`config.mk`:
```
export PLATFORM = sky130hd
export DESIGN_NAME = control_cmd_dispatch
export DESIGN_NICKNAME = d
export VERILOG_FILES = /design/src/rtl/control_cmd_dispatch.sv
export SDC_FILE = /design/constraint.sdc
export NUM_CORES = 1
export LEC_CHECK = 0
export CAP_MARGIN = 25
export CORE_MARGIN = 2
export CORE_UTILIZATION = 30
export CTS_CLUSTER_SIZE = 28
export DETAILED_ROUTE_END_ITERATION = 12
export PLACE_DENSITY = 0.62
export SYNTH_ARGS = -nofsm -noshare
export SYNTH_HDL_FRONTEND = slang
export SYNTH_SLANG_ARGS = --single-unit
```
`constraint.sdc`:
```
create_clock -name clk -period 2.75 [get_ports clk]
set_clock_uncertainty 0.05 [all_clocks]
set_input_delay 0.4125 -clock clk [delete_from_list [all_inputs] [get_ports clk]]
set_output_delay 0.4125 -clock clk [all_outputs]
set_load 0.1 [all_outputs]
```
`src/rtl/control_cmd_dispatch.sv`:
```
// Byte-stream command dispatcher: decodes an opcode byte, then forwards the
// payload bytes to the readrow or fill sub-command until it reports done.
module control_cmd_dispatch #(
    parameter logic [7:0] OPCODE_READROW = 8'h4C,
    parameter logic [7:0] OPCODE_FILL    = 8'h46,
    parameter int         TIMEOUT_CYCLES = 4096
) (
    input  logic       clk,
    input  logic       reset,
    input  logic [7:0] rx_data,
    input  logic       rx_valid,
    output logic [7:0] sub_data,
    output logic       readrow_enable,
    input  logic       readrow_done,
    output logic       fill_enable,
    input  logic       fill_done,
    output logic       sub_abort,
    output logic       busy,
    output logic       err_unknown,
    output logic       err_timeout
);

    localparam int CNT_W = $clog2(TIMEOUT_CYCLES);
    localparam logic [CNT_W-1:0] CNT_LAST = CNT_W'(TIMEOUT_CYCLES - 1);

    localparam logic [1:0] IDLE          = 2'd0;
    localparam logic [1:0] ROUTE_READROW = 2'd1;
    localparam logic [1:0] ROUTE_FILL    = 2'd2;

    logic [1:0]       state;
    logic [CNT_W-1:0] idle_cnt;
    logic             active_done;
    logic             in_route;

    // Only the done of the sub-command currently being fed ends the command.
    assign active_done = ((state == ROUTE_READROW) && readrow_done) ||
                         ((state == ROUTE_FILL) && fill_done);
    assign in_route    = (state == ROUTE_READROW) || (state == ROUTE_FILL);
    assign busy        = (state != IDLE);

    always_ff @(posedge clk or negedge reset) begin
        if (!reset) begin
            state          <= IDLE;
            idle_cnt       <= '0;
            sub_data       <= 8'h00;
            readrow_enable <= 1'b0;
            fill_enable    <= 1'b0;
            sub_abort      <= 1'b0;
            err_unknown    <= 1'b0;
            err_timeout    <= 1'b0;
        end else begin
            readrow_enable <= 1'b0;
            fill_enable    <= 1'b0;
            sub_abort      <= 1'b0;
            err_unknown    <= 1'b0;
            err_timeout    <= 1'b0;

            // A byte seen in IDLE, or together with done, is an opcode.
            if (!in_route || active_done) begin
                idle_cnt <= '0;
                state    <= IDLE;
                if (rx_valid) begin
                    if (rx_data == OPCODE_READROW) begin
                        state <= ROUTE_READROW;
                    end else if (rx_data == OPCODE_FILL) begin
                        state <= ROUTE_FILL;
                    end else begin
                        err_unknown <= 1'b1;
                    end
                end
            end else if (rx_valid) begin
                sub_data       <= rx_data;
                readrow_enable <= (state == ROUTE_READROW);
                fill_enable    <= (state == ROUTE_FILL);
                idle_cnt       <= '0;
            end else if (idle_cnt == CNT_LAST) begin
                sub_abort   <= 1'b1;
                err_timeout <= 1'b1;
                state       <= IDLE;
                idle_cnt    <= '0;
            end else begin
                idle_cnt <= idle_cnt + 1'b1;
            end
        end
    end

endmodule

```
==> summary.txt <==
Run status
  • Outcome: finished, final reports clean

Flow run
  • Max-cap viol count: 0

Yosys
  • Flops & latches, synth: 26
  • Yosys warns: 0
  • Synth area leader: dfrtp_1
  • Synth Area per Inst: 11.2 sq um
  • Cells after Synth: 108
  • Post-synth ARST share: 100%
  • Post-synth EDFFs: 0
  • Dominant cells by area after synthesis: dfrtp_1, mux2_2, xnor2_1
  • Mapped Nets: 125
  • Top cells by count, synth: dfrtp_1, nor2_1, mux2_2, inv_1, xnor2_1
  • Mapped Area: 1210 sq um
  • Count of different cell masters after synthesis: 22
  • Post-synth top area share: 53.6%
  • Post-synth top flop: dfrtp_1
  • Seq/Total Area, Yosys: 53.6%
  • Most numerous cell in the Yosys netlist: dfrtp_1

Timing
  • Rel. slew slack: 66.6%
  • Final setup violation count: 0
  • Setup tns final: 0 ps
  • Slew @ Worst Pin: 497 ps
  • Part of the cycle the worst path needs: 69.2%
  • Max frequency: 0.526 GHz
  • Final Max Slew Viols: 0
  • Final min period: 1900 ps
  • Final hold violations: 0
  • RSZ-0062 raised after global routing: no

Setup path
  • Slowest CP cell: nor4_1
  • Critical Path Start Type: register
  • CP Cell Sequence: ha_1 -> nand2_1 -> nor4_1 -> or3_1 -> nor2_1
  • Max incr delay on CP: 500 ps
  • CP Capture Type: register
  • Crit path max fanout: 10
  • WP buf/inv: 0
  • Critical path class: reg2reg
  • Critical path arrival: 2000 ps
  • Critical path's top delay family: simple AND/OR/NAND/NOR gates
  • CP required: 2850 ps

Cells and area
  • Antenna diode count: 0
  • Fillers: 372
  • Fraction of layout cells with a size suffix above 1: 22.8%
  • Nets: 154
  • Area delta synth->final: 28.3%

Detailed routing
  • Via Count: 846
  • Detailed Routing Iterations Pass 1: 2
  • Starting DRC count in detailed routing: 22
  • Detailed-route DRC error count: 0
  • Wire per inst: 12.0 um
  • Post-route ant nets: 0
  • Vias per Instance: 4.55
  • WL final: 2.23 mm

Floorplan
  • Die Ht: 67.6 um
  • Die ar.: 4570 sq um
  • Total core area: 3940 sq um
  • Top-level I/O count: 27
  • Die Span X: 67.6 um
  • Initial core utilization: 30.8%
  • FP Rows: 23

Placed design
  • Port buffer count: 26
  • Hpwl dp: 1.70 mm
  • RePlAce Congestion: 0.816

Clocking
  • Post-CTS setup buffers: 0
  • Clock Path Buffers: 2
  • CTS Buf Count: 3
  • CTS Hold Bufs: 0
  • TritonCTS clock tree: built
  • Clock sink count: 26
  • CTS Root Cell: clkbuf_8
  • CTS H-Tree Depth: 1
  • Worst-skew pair later-pin latency: 270 ps
  • CTS clk-pin slew, worst paths: 90 ps
  • Post-CTS sizing: 0

Global route
  • Gr usage total: 11.3%
  • Largest net degree at the start of global routing: 27
  • Global-route wire length before repair: 3.90 mm
  • Initial antenna violation count: 0
  • Vias in the first global route: 901
  • Grt total ovfl: 0

Power
  • Cell Pwr Density: 519 nW/um^2
  • Post-layout total power: 0.809 mW
  • Leak: 0.682 nW
  • Worst IR Drop VDD: 0.000292 V

Worst hold path
  • Worst min-delay path class: reg2reg
==> kinds of logic (layout without fill, tap and decap cells) <==
logic type	Yosys count	count (layout)	share of synthesized area, %
buffers and inverters	11	39	4.33
multiplexers	10	10	9.27
adder cells (fa/ha/maj)	4	4	4.12
flip-flops	26	26	53.6
XOR/XNOR	10	10	7.21
AND/OR/NAND/NOR	45	45	20.1
AO/OA/AOI/OAI	2	2	1.44
==> stage by stage <==
step	area (sq um)	hold WS (ps)	utilization (%)	worst slack, ps	instances
floorplan	1210	66.9	-	964	108
global placement	1490	412	37.7	688	182
detailed placement	1490	430	37.7	651	182
CTS	1560	443	39.5	841	186
global route	1560	457	39.5	746	186
finish	1560	439	39.5	848	186
==> state kept, by name, indices dropped and copies added, names as in the netlist <==
signal,cells
readrow_enable,1
sub_data,8
err_timeout,1
state,2
fill_enable,1
err_unknown,1
idle_cnt,12
==> where the power goes <==
part / switching [mW] / leakage, nW / internal (mW)
registers: 0.00369 / 0.360 / 0.389
logic: 0.0719 / 0.286 / 0.0314
clock network: 0.119 / 0.0357 / 0.195
==> placed cells by master (no fill, tap or decap) <==
cell type        synthesis  final
mux2_2                   9      9
xnor2_1                  8      8
clkbuf_8                 0      3
nor3_1                   7      7
inv_1                    8      8
bufinv_16                0      1
nand3_2                  1      1
nor3b_1                  1      1
nor2_1                  15     15
nor4_1                   2      2
xor2_1                   2      2
nand3_1                  5      5
or3_1                    1      1
mux2_1                   1      1
ha_1                     4      4
a22o_1                   2      2
nor4_4                   1      1
or4b_4                   1      1
dfrtp_1                 26     26
clkdlybuf4s50_1          0     12
nand4_1                  2      2
and3_1                   1      1
nand2_1                  7      7
or4bb_1                  1      1
buf_4                    3     15
==> path summary, 6_finish.rpt <==
path	startpoint	end	slack (ps)	cells after the start
setup / recovery	idle_cnt[0]$_DFF_PN0_	idle_cnt[4]$_DFF_PN0_	850	5
hold / removal	idle_cnt[0]$_DFF_PN0_	idle_cnt[0]$_DFF_PN0_	440	1
setup reg to reg	idle_cnt[0]$_DFF_PN0_	idle_cnt[4]$_DFF_PN0_	850	5
hold reg to reg	idle_cnt[0]$_DFF_PN0_	idle_cnt[0]$_DFF_PN0_	440	1
max in group asynchronous	reset	sub_data[0]$_DFFE_PN0P_	1950	2
min in group asynchronous	reset	idle_cnt[1]$_DFF_PN0_	450	2
==> per-layer routing <==
metal / share of wire (%) / up-vias / global-route usage [%]
li1: - / 418 / -
met1: 46 / 402 / 13.3
met2: 46 / 24 / 19.2
met3: 7.4 / 2 / 5.33
met4: 0.67 / 0 / 1.53
met5: 0 / - / 0
==> layout make-up <==
| class | count | area (sq um) | area share (%) |
|---|---|---|---|
| timing repair buffer | 27 | 233 | 14.9 |
| sequential | 26 | 651 | 41.7 |
| clock buffer | 3 | 41.3 | 2.65 |
| inverter | 8 | 30.0 | 1.93 |
| clock inverter | 1 | 30.0 | 1.93 |
| multi-input combinational | 71 | 512 | 32.8 |
| tap | 50 | 62.6 | 4.01 |
Power figures use the tool's default switching activity.
